--- src/rtl/calendar_pkg.sv ---
// calendar_pkg: field-select codes and calendar arithmetic helpers shared by calendar_core
package calendar_pkg;
    localparam logic [2:0] SEL_NONE  = 3'd0;
    localparam logic [2:0] SEL_SEC   = 3'd1;
    localparam logic [2:0] SEL_MIN   = 3'd2;
    localparam logic [2:0] SEL_HOUR  = 3'd3;
    localparam logic [2:0] SEL_DAY   = 3'd4;
    localparam logic [2:0] SEL_MONTH = 3'd5;
    localparam logic [2:0] SEL_YEAR  = 3'd6;
    localparam logic [2:0] SEL_RSVD  = 3'd7;

    // Year 0 is divisible by 400, so it counts as leap
    function automatic logic is_leap_year(input logic [31:0] y);
        return ((y % 4) == 0 && (y % 100) != 0) || (y % 400) == 0;
    endfunction

    function automatic logic [4:0] days_in_month(input logic [3:0] month, input logic leap);
        return (month == 4'd2) ? (leap ? 5'd29 : 5'd28) :
               (month == 4'd4 || month == 4'd6 || month == 4'd9 || month == 4'd11) ? 5'd30 : 5'd31;
    endfunction
endpackage

--- src/rtl/calendar_core_tick_prescaler.sv ---
// tick_prescaler: counts CLK_HZ enabled cycles and flags the terminal cycle
module tick_prescaler #(
    parameter int CLK_HZ = 50_000_000
) (
    input  logic clk,
    input  logic rst,
    input  logic en,
    input  logic clr,
    output logic tick
);
    localparam int W = CLK_HZ > 1 ? $clog2(CLK_HZ) : 1;
    localparam logic [W-1:0] LAST = W'(CLK_HZ - 1);

    logic [W-1:0] cnt_q, cnt_d;

    // tick is combinational so the core can register the field update on the same edge
    always_comb begin
        tick  = en && cnt_q == LAST;
        cnt_d = (clr || tick) ? '0 : en ? cnt_q + W'(1) : cnt_q;
    end

    always_ff @(posedge clk) begin
        if (rst) cnt_q <= '0;
        else     cnt_q <= cnt_d;
    end
endmodule

--- src/rtl/calendar_core.sv ---
// calendar_core: time/date counter with prescaled 1 Hz tick, field editing, leap handling and day clamping
module calendar_core
    import calendar_pkg::*;
#(
    parameter int CLK_HZ     = 50_000_000,
    parameter int YEAR_W     = 12,
    parameter int YEAR_MAX   = 4095,
    parameter int RESET_YEAR = 2000
) (
    input  logic              clk_50MHz,
    input  logic              rst,
    input  logic              run,
    input  logic [2:0]        sel,
    input  logic              inc,
    input  logic              dec,
    output logic [5:0]        sec,
    output logic [5:0]        min,
    output logic [4:0]        hour,
    output logic [4:0]        day,
    output logic [3:0]        month,
    output logic [YEAR_W-1:0] year,
    output logic              is_leap,
    output logic              tick_1hz,
    output logic              year_wrap
);
    localparam logic [YEAR_W-1:0] Y_MAX = YEAR_W'(YEAR_MAX);
    localparam logic [YEAR_W-1:0] Y_RST = YEAR_W'(RESET_YEAR);

    logic [5:0]        sec_q, sec_d, min_q, min_d;
    logic [4:0]        hour_q, hour_d, day_q, day_d, day_raw, dim_cur, dim_new;
    logic [3:0]        month_q, month_d;
    logic [YEAR_W-1:0] year_q, year_d;
    logic              tick_1hz_q, year_wrap_q, year_wrap_d;
    logic              edit, up, dn, tick;
    logic              f_sec, f_min, f_hour, f_day, f_mon, f_year;
    logic              b_sec, b_min, b_hour, b_day, b_mon, b_year;

    assign edit = sel != SEL_NONE && sel != SEL_RSVD;
    assign up   = edit && inc && !dec;
    assign dn   = edit && dec && !inc;

    tick_prescaler #(.CLK_HZ(CLK_HZ)) u_prescaler (
        .clk  (clk_50MHz),
        .rst  (rst),
        .en   (run && !edit),
        .clr  (edit),
        .tick (tick)
    );

    // Forward steps come from the tick cascade or an inc edit; the two never coincide
    always_comb begin
        dim_cur     = days_in_month(month_q, is_leap);
        f_sec       = tick || (up && sel == SEL_SEC);
        f_min       = (tick && sec_q == 6'd59) || (up && sel == SEL_MIN);
        f_hour      = (tick && sec_q == 6'd59 && min_q == 6'd59) || (up && sel == SEL_HOUR);
        f_day       = (tick && sec_q == 6'd59 && min_q == 6'd59 && hour_q == 5'd23) || (up && sel == SEL_DAY);
        f_mon       = (f_day && !edit && day_q == dim_cur) || (up && sel == SEL_MONTH);
        f_year      = (f_mon && !edit && month_q == 4'd12) || (up && sel == SEL_YEAR);
        b_sec       = dn && sel == SEL_SEC;
        b_min       = dn && sel == SEL_MIN;
        b_hour      = dn && sel == SEL_HOUR;
        b_day       = dn && sel == SEL_DAY;
        b_mon       = dn && sel == SEL_MONTH;
        b_year      = dn && sel == SEL_YEAR;
        sec_d       = f_sec ? (sec_q == 6'd59 ? 6'd0 : sec_q + 6'd1) : b_sec ? (sec_q == 6'd0 ? 6'd59 : sec_q - 6'd1) : sec_q;
        min_d       = f_min ? (min_q == 6'd59 ? 6'd0 : min_q + 6'd1) : b_min ? (min_q == 6'd0 ? 6'd59 : min_q - 6'd1) : min_q;
        hour_d      = f_hour ? (hour_q == 5'd23 ? 5'd0 : hour_q + 5'd1) : b_hour ? (hour_q == 5'd0 ? 5'd23 : hour_q - 5'd1) : hour_q;
        day_raw     = f_day ? (day_q == dim_cur ? 5'd1 : day_q + 5'd1) : b_day ? (day_q == 5'd1 ? dim_cur : day_q - 5'd1) : day_q;
        month_d     = f_mon ? (month_q == 4'd12 ? 4'd1 : month_q + 4'd1) : b_mon ? (month_q == 4'd1 ? 4'd12 : month_q - 4'd1) : month_q;
        year_d      = f_year ? (year_q == Y_MAX ? '0 : year_q + YEAR_W'(1)) : b_year ? (year_q == '0 ? Y_MAX : year_q - YEAR_W'(1)) : year_q;
        year_wrap_d = f_year && !edit && year_q == Y_MAX;
        dim_new     = days_in_month(month_d, is_leap_year(32'(year_d)));
        day_d       = day_raw > dim_new ? dim_new : day_raw;
    end

    always_ff @(posedge clk_50MHz) begin
        if (rst) begin
            sec_q       <= '0;
            min_q       <= '0;
            hour_q      <= '0;
            day_q       <= 5'd1;
            month_q     <= 4'd1;
            year_q      <= Y_RST;
            tick_1hz_q  <= 1'b0;
            year_wrap_q <= 1'b0;
        end else begin
            sec_q       <= sec_d;
            min_q       <= min_d;
            hour_q      <= hour_d;
            day_q       <= day_d;
            month_q     <= month_d;
            year_q      <= year_d;
            tick_1hz_q  <= tick;
            year_wrap_q <= year_wrap_d;
        end
    end

    assign sec       = sec_q;
    assign min       = min_q;
    assign hour      = hour_q;
    assign day       = day_q;
    assign month     = month_q;
    assign year      = year_q;
    assign is_leap   = is_leap_year(32'(year_q));
    assign tick_1hz  = tick_1hz_q;
    assign year_wrap = year_wrap_q;
endmodule

--- config.mk ---
export PLATFORM = sky130hd
export DESIGN_NAME = calendar_core
export DESIGN_NICKNAME = d
export VERILOG_FILES = /design/src/rtl/calendar_pkg.sv /design/src/rtl/calendar_core_tick_prescaler.sv /design/src/rtl/calendar_core.sv
export SDC_FILE = /design/constraint.sdc
export NUM_CORES = 1
export LEC_CHECK = 0
export CAP_MARGIN = 20
export CORE_ASPECT_RATIO = 0.8
export CORE_MARGIN = 1.5
export CORE_UTILIZATION = 65
export CTS_CLUSTER_DIAMETER = 30
export CTS_CLUSTER_SIZE = 12
export DETAILED_ROUTE_END_ITERATION = 6
export PLACE_DENSITY = 0.86
export SLEW_MARGIN = 5
export SYNTH_ARGS = -nofsm -noshare
export SYNTH_HDL_FRONTEND = slang
export SYNTH_SLANG_ARGS = --single-unit
--- constraint.sdc ---
create_clock -name clk_50MHz -period 14.52 [get_ports clk_50MHz]
set_input_delay 2.178 -clock clk_50MHz [delete_from_list [all_inputs] [get_ports clk_50MHz]]
set_output_delay 2.178 -clock clk_50MHz [all_outputs]
set_load 0.01 [all_outputs]
# == Yosys cells after proc, flatten, opt, wreduce, memory -nomap -nowiden ==
# Index checks and enable logic that the tools add are counted.
# W data, S select, Z words.
# totals
reg_bits,66
# op_classes
addsub,13
div,4
magnitude_cmp,1
eq_ne,26
mux,31
reduce_logical,63
# ops
op,n
$logic_not A32 Y1,4
$mod A12 B7 Y32 const B,2
$mod A12 B9 Y32 const B,2
$reduce_bool A32 Y1,2
$mux W12,4
$mux W6,8
$mux W5,9
$logic_and A1 B1 Y1,30
$add A26 B1 Y26 const B,1
$eq A26 B26 Y1 const B,1
$eq A4 B4 Y1 const B,5
$eq A4 B3 Y1 const B,4
$mux W4,4
$logic_or A1 B1 Y1,15
$add A12 B1 Y12 const B,1
$add A6 B1 Y6 const B,2
$eq A12 B12 Y1 const B,1
$eq A6 B6 Y1 const B,2
$logic_not A12 Y1,1
$logic_not A6 Y1,2
$sub A12 B1 Y12 const B,1
$sub A6 B1 Y6 const B,2
$add A5 B1 Y5 const B,2
$sub A5 B1 Y5 const B,2
other kinds (19),31

# == Logic depth before layout (Yosys ltp) ==
# Gate-level depths: netlist of run 1.
# logic_depth
word_depth,24
depth_mapped,36
depth_no_buf,33

# == By module ==
# Synthesis of run 1 repeated with hierarchy kept, for this count alone.
# hier_totals
cells_unflattened,1040
area_unflattened_um2,7554.7
# by_module_without_submodules
mod,n_inst,cells_per_inst,area_each_um2
calendar_core,1,895,6287.3
tick_prescaler,1,145,1267.5

# == Worst setup path after synthesis of run 1 ==
# OpenSTA, ideal clock, no wires.
# synth_path
kind,input port to flip-flop
from,input port sel[1]
to,"register day_q[0], in the netlist day[0]"
setup_time_ps,125
arrival_time_ps,8976
required_ps,14395
path_slack_ps,5418
stages,33
path_buffers,4
cell_sequence,buf_2 or3_4 a21o_1 or4b_1 buf_4 o21ai_2 buf_4 a32oi_2 o21ai_1 inv_1 ha_1 nand2b_1 inv_1 o211ai_1 a22o_1 a311o_1 a311oi_2 a21oi_1 or2_1 buf_4 nor3_2 o21bai_1 a21oi_1 o21bai_1 xnor2_1 a311o_1 a21oi_1 a21oi_1 ha_1 a2111oi_0 and2_1 a21o_1 a31oi_1
# synth_between
elab_chain_cells,24
word_cells_on_any_way,55
classes_between,div (2); order compare (1); eq/ne (9); mux (10); reduce/logical (33)
# synth_lines
item,line,text
start: declaration,calendar_core.sv:13,"input logic [2:0] sel,"
$ne A3 B3 Y1 or $reduce_bool A3 Y1 (tied branches),calendar_core.sv:38,assign edit = sel != SEL_NONE && sel != SEL_RSVD;
$logic_and A1 B1 Y1,calendar_core.sv:38,
$logic_not A1 Y1,"calendar_core.sv:45, calendar_core.sv:57, calendar_core.sv:58",
$logic_and A1 B1 Y1,calendar_core.sv:45,".en (run && !edit),"
$logic_and A1 B1 Y1,calendar_core_tick_prescaler.sv:18,tick = en && cnt_q == LAST;
$logic_and A1 B1 Y1 (3 in a row),calendar_core.sv:56,f_day = (tick && sec_q == 6'd59 && min_q == 6'd59 && hour_q == 5'd23) || (up && sel == SEL_DAY);
$logic_or A1 B1 Y1,calendar_core.sv:56,
$logic_and A1 B1 Y1 (2 in a row),calendar_core.sv:57,f_mon = (f_day && !edit && day_q == dim_cur) || (up && sel == SEL_MONTH);
[5 not listed],n/a,
$mod A12 B7 Y32,calendar_pkg.sv:14,return ((y % 4) == 0 && (y % 100) != 0) || (y % 400) == 0;
$reduce_bool A32 Y1,calendar_pkg.sv:14,
$logic_and A1 B1 Y1,calendar_pkg.sv:14,
$logic_or A1 B1 Y1,calendar_pkg.sv:14,
$mux W1,calendar_pkg.sv:18,return (month == 4'd2) ? (leap ? 5'd29 : 5'd28) :
$mux W2,calendar_pkg.sv:18,
$gt A5 B5 Y1,calendar_core.sv:73,day_d = day_raw > dim_new ? dim_new : day_raw;
$mux W5 (*),calendar_core.sv:73,
end signal: assignment,calendar_core.sv:90,day_q <= day_d;
end: declaration,calendar_core.sv:30,"logic [4:0] hour_q, hour_d, day_q, day_d, day_raw, dim_cur, dim_new;"
# Mark *: on every way between the ends. The rest lies on a longest branch, timed or not.
# A chain may end at the register's enable or synchronous reset.

# == Final worst setup path of run 1 ==
# layout_path
from,input port sel[0]
to,"register day_q[0], in the netlist day[0]"
# Same word-level chain as after synthesis.

==> flow_summary_export.csv, run 1 <==
group,metric,value,unit
hold_path,min-delay-start,"u_prescaler.cnt_q[21]",
hold_path,min_to,"u_prescaler.cnt_q[21]",
sta,rsz0062_at_grt,"false",
layout,finalNetCount,1097,
logic_synthesis,synth_nets,1086,
critical_path,slowest_delay,750,ps
global_routing,grt_usage,33.0,%
layout,layout-area-overhead-vs-synth,8.98,%
clock_tree,clk_pin_slew,60,ps
hold_path,hold_class,"flip-flop to flip-flop",
layout,final_util,72.8,%
global_routing,grt_first_pass_wirelength,34900,um
layout,fillers,916,
critical_path,start_kind,"input port",
clock_tree,cts_buffers,9,
critical_path,r2r_end,"day[0]",
logic_synthesis,yosys.cell_types.count,110,
global_routing,grt_pass1_vias,7297,
drt,drtIter0Drc,1090,
pwr,cellPowerDensity,63.6,nW/um^2
critical_path,r2r_cells,27,
die,dieArea,12500,um^2
critical_path,crit_type,"input port to flip-flop",
clock_tree,cts_max_level,3,
drt,num_vias,8386,
layout,layout-drive-gt1-share,7.47,%
global_routing,grt_overflow,0,
die,die_width,125,um
sta,finalCritPeriodShare,69.5,%
critical_path,cpMostUsedCell,"a21oi_1",
drt,postRouteAntennaNets,0,
logic_synthesis,yosysWarnings,0,
critical_path,crit_path_max_fanout,24,
die,io_pins,49,
layout,final_cell_mix,"118 x nor2_1, 98 x nand2_1, 66 x dfxtp_1",
place,gp_congestion,1.00,
logic_synthesis,syn_inst,1055,
flow_run,maxCapViolCount,0,
place,port_buffers,48,
sta,worst_pin_slew,1140,ps
layout,num_antenna_cells,0,
critical_path,end_kind,"flip-flop",
layout,finalNonFillerCells,1219,
drt,drt_wl_total,21600,um
sta,relSlewSlack,23.0,%
sta,finalClockSkew,6.65,ps
layout,multi_input_area,5910,um^2
critical_path,crit_buf_inv,4,
clock_tree,cts-root-buf,"clkbuf_16",
critical_path,crit_family,"compound AO/OA/AOI/OAI gates",
die,die_y,100,um
global_routing,grt_max_degree,33,
layout,final_area,8380,um^2
logic_synthesis,avgSynthCellArea,7.29,um^2
place,dp_cells,1203,
sta,timing.fmax,99.1,MHz
clock_tree,cts_tree,"done",
global_routing,antenna_found_initial,0,
clock_tree,clock_sinks,66,
clock_tree,cts.repair.resized,0,
critical_path,cp.required,14730,ps
die,num_rows,35,
drt,drt_pass1_iterations,6,
sta,slew_violations,0,
layout,final_common_cell,"nor2_1",
sta,hold_violations,0,
clock_tree,cts-hold-fix-buffers,0,
critical_path,slowest_stage,"a2111oi_0",
logic_synthesis,synth_area,7690,um^2
status,outcome,"complete, no violations",
clock_tree,worst_skew_pair.late_latency,330,ps
logic_synthesis,synth-seq-area-share,17.2,%
drt,viasPerCell,6.88,
drt,drc,0,
critical_path,arrival,10310,ps
sta,tns,0,ps
logic_synthesis,synth-async-reset-ratio,0,%
die,core,11500,um^2
pwr,ir_worst_vdd,0.0612,mV
place,placed_cell_area,8050,um^2
clock_tree,cts_setup_buffers,0,
place,dp_hpwl,16000,um
pwr,power,0.533,mW
logic_synthesis,synth-edff-count,0,
sta,finalSetupViolCount,0,
critical_path,crit_cells,31,
clock_tree,cts_buffer_depth,2,
layout,regArea,1320,um^2
logic_synthesis,synth_seq_cells,66,
critical_path,r2r-start,"year[8]",
hold_path,min_path_cells,2,
critical_path,r2r_setup_slack,5830,ps
sta,final_period_minus_worst_setup_slack,10090,ps
drt,wl_per_cell,17.7,um
logic_synthesis,synthFlopType,"dfxtp_1",
die,start_util,66.8,%
pwr,leakage,3.03,nW
[synthesized netlist by cell type (21+ instances only)]
library cell	count	share of area (%)
dfxtp_1	66	17
o21ai_0	61	4.0
xor2_1	26	3.0
nand4_1	21	1.7
nand2_1	98	4.8
a31oi_1	21	1.7
nor2_1	118	5.8
nor3_1	37	2.4
ha_1	23	3.7
inv_1	33	1.6
clkbuf_1	24	1.2
a21oi_1	64	4.2
xnor2_1	22	2.5
nand3_1	36	2.3
[where the power goes]
group	internal, mW	switching (mW)	leakage (nW)	total, mW
Combinational	0.0423	0.0557	2.34	0.0981
Sequential	0.185	0.00979	0.534	0.195
Clock	0.152	0.0876	0.160	0.239
[worst reg2reg max path: stages (launching register included)]
cell and delay [ps]:
dfxtp_1 750, nor3_1 210, nor2b_1 170, ha_1 270, nand2b_1 200, o211a_1 280, a311oi_2 760, mux2i_1 250
o21a_1 250, a2111oi_2 530, a31oi_2 300, o221a_2 380, a211o_1 260, a22o_1 180, and4_1 190, o221ai_1 350
mux2i_1 480, nand2_1 160, mux2_2 340, nor4b_2 360, nand4_1 120, a21oi_1 180, a21oi_1 100, ha_1 280
a2111oi_0 750, and2_1 280, a21o_1 150, a31oi_1 40
[layer usage]
| metal | up-vias | part of all wire [%] | global-route usage (%) |
|---|---|---|---|
| met5 | - | 0 | 0 |
| met4 | 0 | 2.4 | 11.8 |
| met3 | 46 | 9.5 | 7.41 |
| met2 | 427 | 41 | 49.0 |
| met1 | 3867 | 47 | 47.0 |
| li1 | 4046 | - | - |
[flip-flops by register name, summed over array words and instances, names as in the netlist]
signal,cells
tick_1hz,1
min,6
day,5
u_prescaler.cnt_q,26
month,4
hour,5
sec,6
year_wrap,1
year,12
[kinds of logic (layout without fill, tap and decap cells)]
family / after synthesis / count (layout) / synth area share (%)
adders and majority gates: 23 / 23 / 3.74
and+or+nand+nor: 452 / 452 / 30.3
AOI/OAI and AO/OA: 354 / 354 / 33.4
muxes: 24 / 24 / 3.45
xor gates and xnor gates: 50 / 50 / 6.04
buffers and inverters: 86 / 102 / 5.91
DFF: 66 / 66 / 17.2
[final cells by class]
| cell class | count | share of cell area [%] |
|---|---|---|
| inverter | 35 | 1.57 |
| tap | 148 | 2.21 |
| timing repair buffer | 51 | 6.00 |
| multi-input combinational | 903 | 70.6 |
| sequential | 66 | 15.8 |
| clock buffer | 9 | 2.69 |
| clock inverter | 7 | 1.19 |
[metrics by stage]
step	hold slack (ps)	setup WS, ps
finish	495	4430
detailed placement	486	4250
global route	528	3880
floorplan	453	5420
global placement	467	4470
CTS	495	4520
[worst max-delay path by stage]
| stage | from | to | slack [ps] |
|---|---|---|---|
| final | sel[0] | day[0] | 4430 |
| after global routing | sel[0] | day[0] | 3880 |
| after global placement | sel[0] | day[0] | 4470 |
| after detailed placement | sel[0] | day[0] | 4250 |
| after CTS | sel[2] | day[0] | 4520 |
| after floorplan | sel[1] | day[0] | 5420 |
Note: power is estimated with default switching activity, not from simulation.
==> run 2: changes to the inputs <==
Settings changed: CORE_UTILIZATION 65 to 62, PLACE_DENSITY 0.86 to 0.83.
Clock period 14.52 ns to 10.45 ns, I/O delays scaled along.
==> flow_summary_export.csv, run 2 (synthesized netlist as in run 1, its figures left out) <==
group,metric,value,unit
status,outcome,"complete, no violations",
sta,relSlewSlack,37.1,%
die,dieArea,13100,um^2
sta,finalSetupViolCount,0,
global_routing,grt_first_pass_wirelength,35700,um
critical_path,slowest_stage,"a2111oi_0",
global_routing,grt_usage,33.2,%
clock_tree,cts_setup_buffers,0,
pwr,intPower,0.481,mW
clock_tree,cts.repair.resized,0,
place,port_buffers,48,
die,die_width,128,um
critical_path,slowest_delay,820,ps
critical_path,cpMostUsedCell,"a21o_1",
critical_path,end_kind,"flip-flop",
drt,drt_pass1_iterations,6,
global_routing,antenna_found_initial,0,
pwr,switchingPower,0.228,mW
layout,final_cell_mix,"118 x nor2_1, 98 x nand2_1, 66 x dfxtp_1",
sta,timing.fmax,104,MHz
pwr,cellPowerDensity,84.9,nW/um^2
sta,rsz0062_at_grt,"false",
place,gp_congestion,0.995,
sta,finalCritPeriodShare,92.2,%
pwr,leakage,3.02,nW
critical_path,crit_path_max_fanout,16,
flow_run,maxCapViolCount,0,
sta,tns,0,ps
clock_tree,cts-root-buf,"clkbuf_16",
clock_tree,worst_skew_pair.late_latency,340,ps
clock_tree,cts_buffer_depth,2,
die,num_rows,36,
sta,fin_ws,819,ps
layout,layout-area-overhead-vs-synth,8.71,%
layout,finalNetCount,1099,
drt,viasPerCell,6.94,
sta,worst_pin_slew,920,ps
clock_tree,clock_sinks,66,
layout,top_register,"u_prescaler.cnt_q",
die,core,12100,um^2
clock_tree,clk_pin_slew,70,ps
drt,drc,0,
sta,finalClockSkew,8.86,ps
pwr,ir_worst_vdd,0.0821,mV
layout,num_antenna_cells,0,
critical_path,cp.required,10680,ps
drt,num_vias,8497,
sta,slew_violations,0,
drt,postRouteAntennaNets,0,
clock_tree,cts_tree,"done",
hold_path,hold_class,"flip-flop to flip-flop",
place,dp_hpwl,16100,um
clock_tree,cts-hold-fix-buffers,0,
drt,drtIter0Drc,903,
die,die_y,103,um
pwr,pwr-share-clk,42.5,%
drt,drt_wl_total,22300,um
clock_tree,cts_buffers,9,
die,start_util,63.5,%
clock_tree,cts_max_level,3,
critical_path,start_kind,"input port",
critical_path,arrival,9860,ps
sta,final_period_minus_worst_setup_slack,9630,ps
global_routing,grt_overflow,0,
layout,largest_reg_flops,26,
pwr,comb_power_share,19.3,%
pwr,p_sw_share,32.2,%
global_routing,grt_max_degree,33,
sta,hold_violations,0,
layout,final_common_cell,"nor2_1",
critical_path,crit_type,"input port to flip-flop",
layout,layout-drive-gt1-share,7.64,%
pwr,seqPwrFrac,38.2,%
place,dp_slack,626,ps
die,io_pins,49,
global_routing,grt_pass1_vias,7152,
drt,wl_per_cell,18.2,um
run 2: final timing paths:
check / startpoint / endpoint / slack [ps] / cells past startpoint
max: sel[0] / day[0] / 820 / 30
min: u_prescaler.cnt_q[25] / u_prescaler.cnt_q[25] / 500 / 2
max reg2reg: year[8] / day[0] / 1610 / 27
min reg2reg: u_prescaler.cnt_q[25] / u_prescaler.cnt_q[25] / 500 / 2
run 2: area by class of cell:
class	count	area (um^2)
Multi-Input combinational cell	903	5910
Fill cell	1009	3760
Sequential cell	66	1320
Clock inverter	7	61.3
Timing Repair Buffer	53	515
Inverter	35	131
Tap cell	152	190
Clock buffer	9	225
run 2: critical path: cells and delay by family:
family / cells / cell delay, ps
AO/OA/AOI/OAI: 17 / 4230
buffers and inverters: 3 / 700
adder cells (fa/ha/maj): 2 / 590
AND/OR/NAND/NOR: 6 / 2160
XOR/XNOR: 2 / 590
run 2: per-layer routing:
| metal | track usage, % | part of all wire [%] | vias to the layer above |
|---|---|---|---|
| met1 | 49.6 | 47 | 3938 |
| met2 | 48.4 | 42 | 464 |
| met5 | 0 | 0 | - |
| li1 | - | - | 4039 |
| met4 | 11.1 | 2.2 | 0 |
| met3 | 4.98 | 9.0 | 56 |
run 2: per-stage QoR:
step                area [um^2]  power, mW  cells  utilization (%)  hold WS [ps]
floorplan                  7690      0.371   1055                -           453
global placement           8070      0.407   1208             66.6           473
detailed placement         8070      0.409   1208             66.6           488
CTS                        8350      0.705   1224             68.9           497
global route               8360      0.736   1225             69.0           531
finish                     8360      0.710   1225             69.0           495
run 2: power groups by stage:
stage          combinational [mW]  clock (mW)  sequential, mW
4_1_cts                     0.134       0.301           0.271
3_5_place_dp                0.133           0           0.276
6_report                    0.137       0.301           0.271
5_1_grt                     0.151       0.313           0.272
2_1_floorplan              0.0984           0           0.273
3_3_place_gp                0.130           0           0.276
==> run 3: changes to the inputs <==
Settings changed: CORE_MARGIN 1.5 to 8, SKIP_LAST_GASP from default to 1.
==> flow_summary_export.csv, run 3 (synthesized netlist as in run 1, its figures left out) <==
group,metric,value,unit
critical_path,arrival,9770,ps
clock_tree,clock_sinks,66,
status,outcome,"complete, no violations",
global_routing,grt_first_pass_wirelength,36500,um
critical_path,crit_family,"compound AO/OA/AOI/OAI gates",
sta,finalCritPeriodShare,91.4,%
critical_path,r2r_cells,27,
clock_tree,cts-root-buf,"clkbuf_16",
layout,final_area,8380,um^2
drt,drc,0,
drt,drt_pass1_iterations,7,
clock_tree,cts_buffer_depth,2,
layout,finalNetCount,1097,
pwr,ir_worst_vdd,0.0798,mV
layout,num_antenna_cells,0,
die,dieArea,16200,um^2
sta,relSlewSlack,32.4,%
sta,timing.fmax,105,MHz
die,start_util,63.2,%
die,core,12200,um^2
clock_tree,cts-hold-fix-buffers,0,
pwr,leakage,3.03,nW
global_routing,antenna_found_initial,0,
critical_path,cpMostUsedCell,"a21oi_1",
drt,postRouteAntennaNets,0,
critical_path,slowest_stage,"a2111oi_0",
layout,layout-area-overhead-vs-synth,9.05,%
critical_path,crit_path_max_fanout,16,
global_routing,grt_max_degree,33,
hold_path,min_to,"u_prescaler.cnt_q[19]",
drt,wl_per_cell,18.3,um
sta,tns,0,ps
sta,worst_pin_slew,1010,ps
place,placed_cell_area,8060,um^2
sta,finalClockSkew,9.92,ps
clock_tree,cts.repair.resized,0,
layout,fillers,1035,
place,dp_hpwl,16500,um
layout,top_register,"u_prescaler.cnt_q",
critical_path,r2r_end,"day[0]",
place,gp_congestion,0.960,
global_routing,grt_pass1_vias,7212,
sta,rsz0062_at_grt,"false",
critical_path,cp.required,10670,ps
drt,drt_wl_total,22300,um
clock_tree,clk_pin_slew,60,ps
sta,hold_violations,0,
critical_path,crit_type,"input port to flip-flop",
flow_run,maxCapViolCount,0,
critical_path,r2r_setup_slack,1680,ps
layout,largest_reg_flops,26,
clock_tree,cts_tree,"done",
critical_path,crit_buf_inv,3,
hold_path,hold_class,"flip-flop to flip-flop",
die,die_width,141,um
clock_tree,cts_buffers,9,
clock_tree,cts_setup_buffers,0,
global_routing,grt_overflow,0,
global_routing,grt_usage,26.7,%
layout,layout-drive-gt1-share,7.47,%
die,num_rows,36,
place,port_buffers,48,
critical_path,r2r-start,"year[8]",
drt,drtIter0Drc,862,
clock_tree,worst_skew_pair.late_latency,340,ps
critical_path,slowest_delay,820,ps
die,io_pins,49,
sta,final_period_minus_worst_setup_slack,9550,ps
drt,viasPerCell,6.87,
sta,slew_violations,0,
layout,final_cell_mix,"118 x nor2_1, 98 x nand2_1, 66 x dfxtp_1",
die,die_y,116,um
sta,finalSetupViolCount,0,
hold_path,min-delay-start,"u_prescaler.cnt_q[19]",
layout,final_common_cell,"nor2_1",
drt,num_vias,8407,
clock_tree,cts_max_level,3,
critical_path,start_kind,"input port",
critical_path,end_kind,"flip-flop",
hold_path,min_path_cells,2,
pwr,cellPowerDensity,89.1,nW/um^2
## run 3: cell count changes in the layout (fill, tap and decap cells not counted), sizes merged
cell | before | now
clkinvlp | 2 | 0
inv | 37 | 36
buf | 4 | 3
clkinv | 3 | 4
bufinv | 0 | 2
clkbuf | 10 | 9
## run 3: per-layer routing
metal	track usage, %	part of all wire [%]
met4	7.00	1.6
met2	40.6	43
met5	0	0
met3	4.28	8.7
met1	38.2	47
## run 3: worst max path at each step
| stage | start | end | cells after the start |
|---|---|---|---|
| floorplan | sel[1] | day[0] | 33 |
| global placement | sel[0] | day[0] | 30 |
| detailed placement | sel[0] | day[0] | 30 |
| CTS | sel[0] | day[0] | 30 |
| global route | sel[0] | day[0] | 32 |
| finish | sel[0] | day[0] | 30 |
## run 3: cell type report
cell class              instances  area [um^2]  share of cell area (%)
flip-flops and latches         66         1320                    15.8
inverters                      35          131                    1.57
multi-input cells             903         5910                    70.5
clock inverters                 7          100                    1.19
well taps                     152          190                    2.27
clock buffers                   9          225                    2.69
repair buffers                 51          503                    6.00
## run 3: report_power, final
| group | switching [mW] | internal [mW] | leakage [nW] |
|---|---|---|---|
| Clock | 0.128 | 0.211 | 0.160 |
| Sequential | 0.0139 | 0.258 | 0.534 |
| Combinational | 0.0782 | 0.0589 | 2.34 |
| Total | 0.220 | 0.528 | 3.03 |
## run 3: through the flow
step / utilization [%] / std cells / power, mW / setup slack, ps / hold slack [ps]
global placement: 66.3 / 1207 / 0.407 / 951 / 472
detailed placement: 66.3 / 1207 / 0.410 / 653 / 481
global route: 68.9 / 1223 / 0.778 / 362 / 533
CTS: 68.9 / 1223 / 0.748 / 993 / 501
floorplan: - / 1055 / 0.371 / 1960 / 453
finish: 68.9 / 1223 / 0.747 / 900 / 497
## run 3: worst min-delay path, delay by kind of cell (launching register included)
kind / cells / cell delay (ps)
DFF: 1 / 320
AOI/OAI and AO/OA: 2 / 130
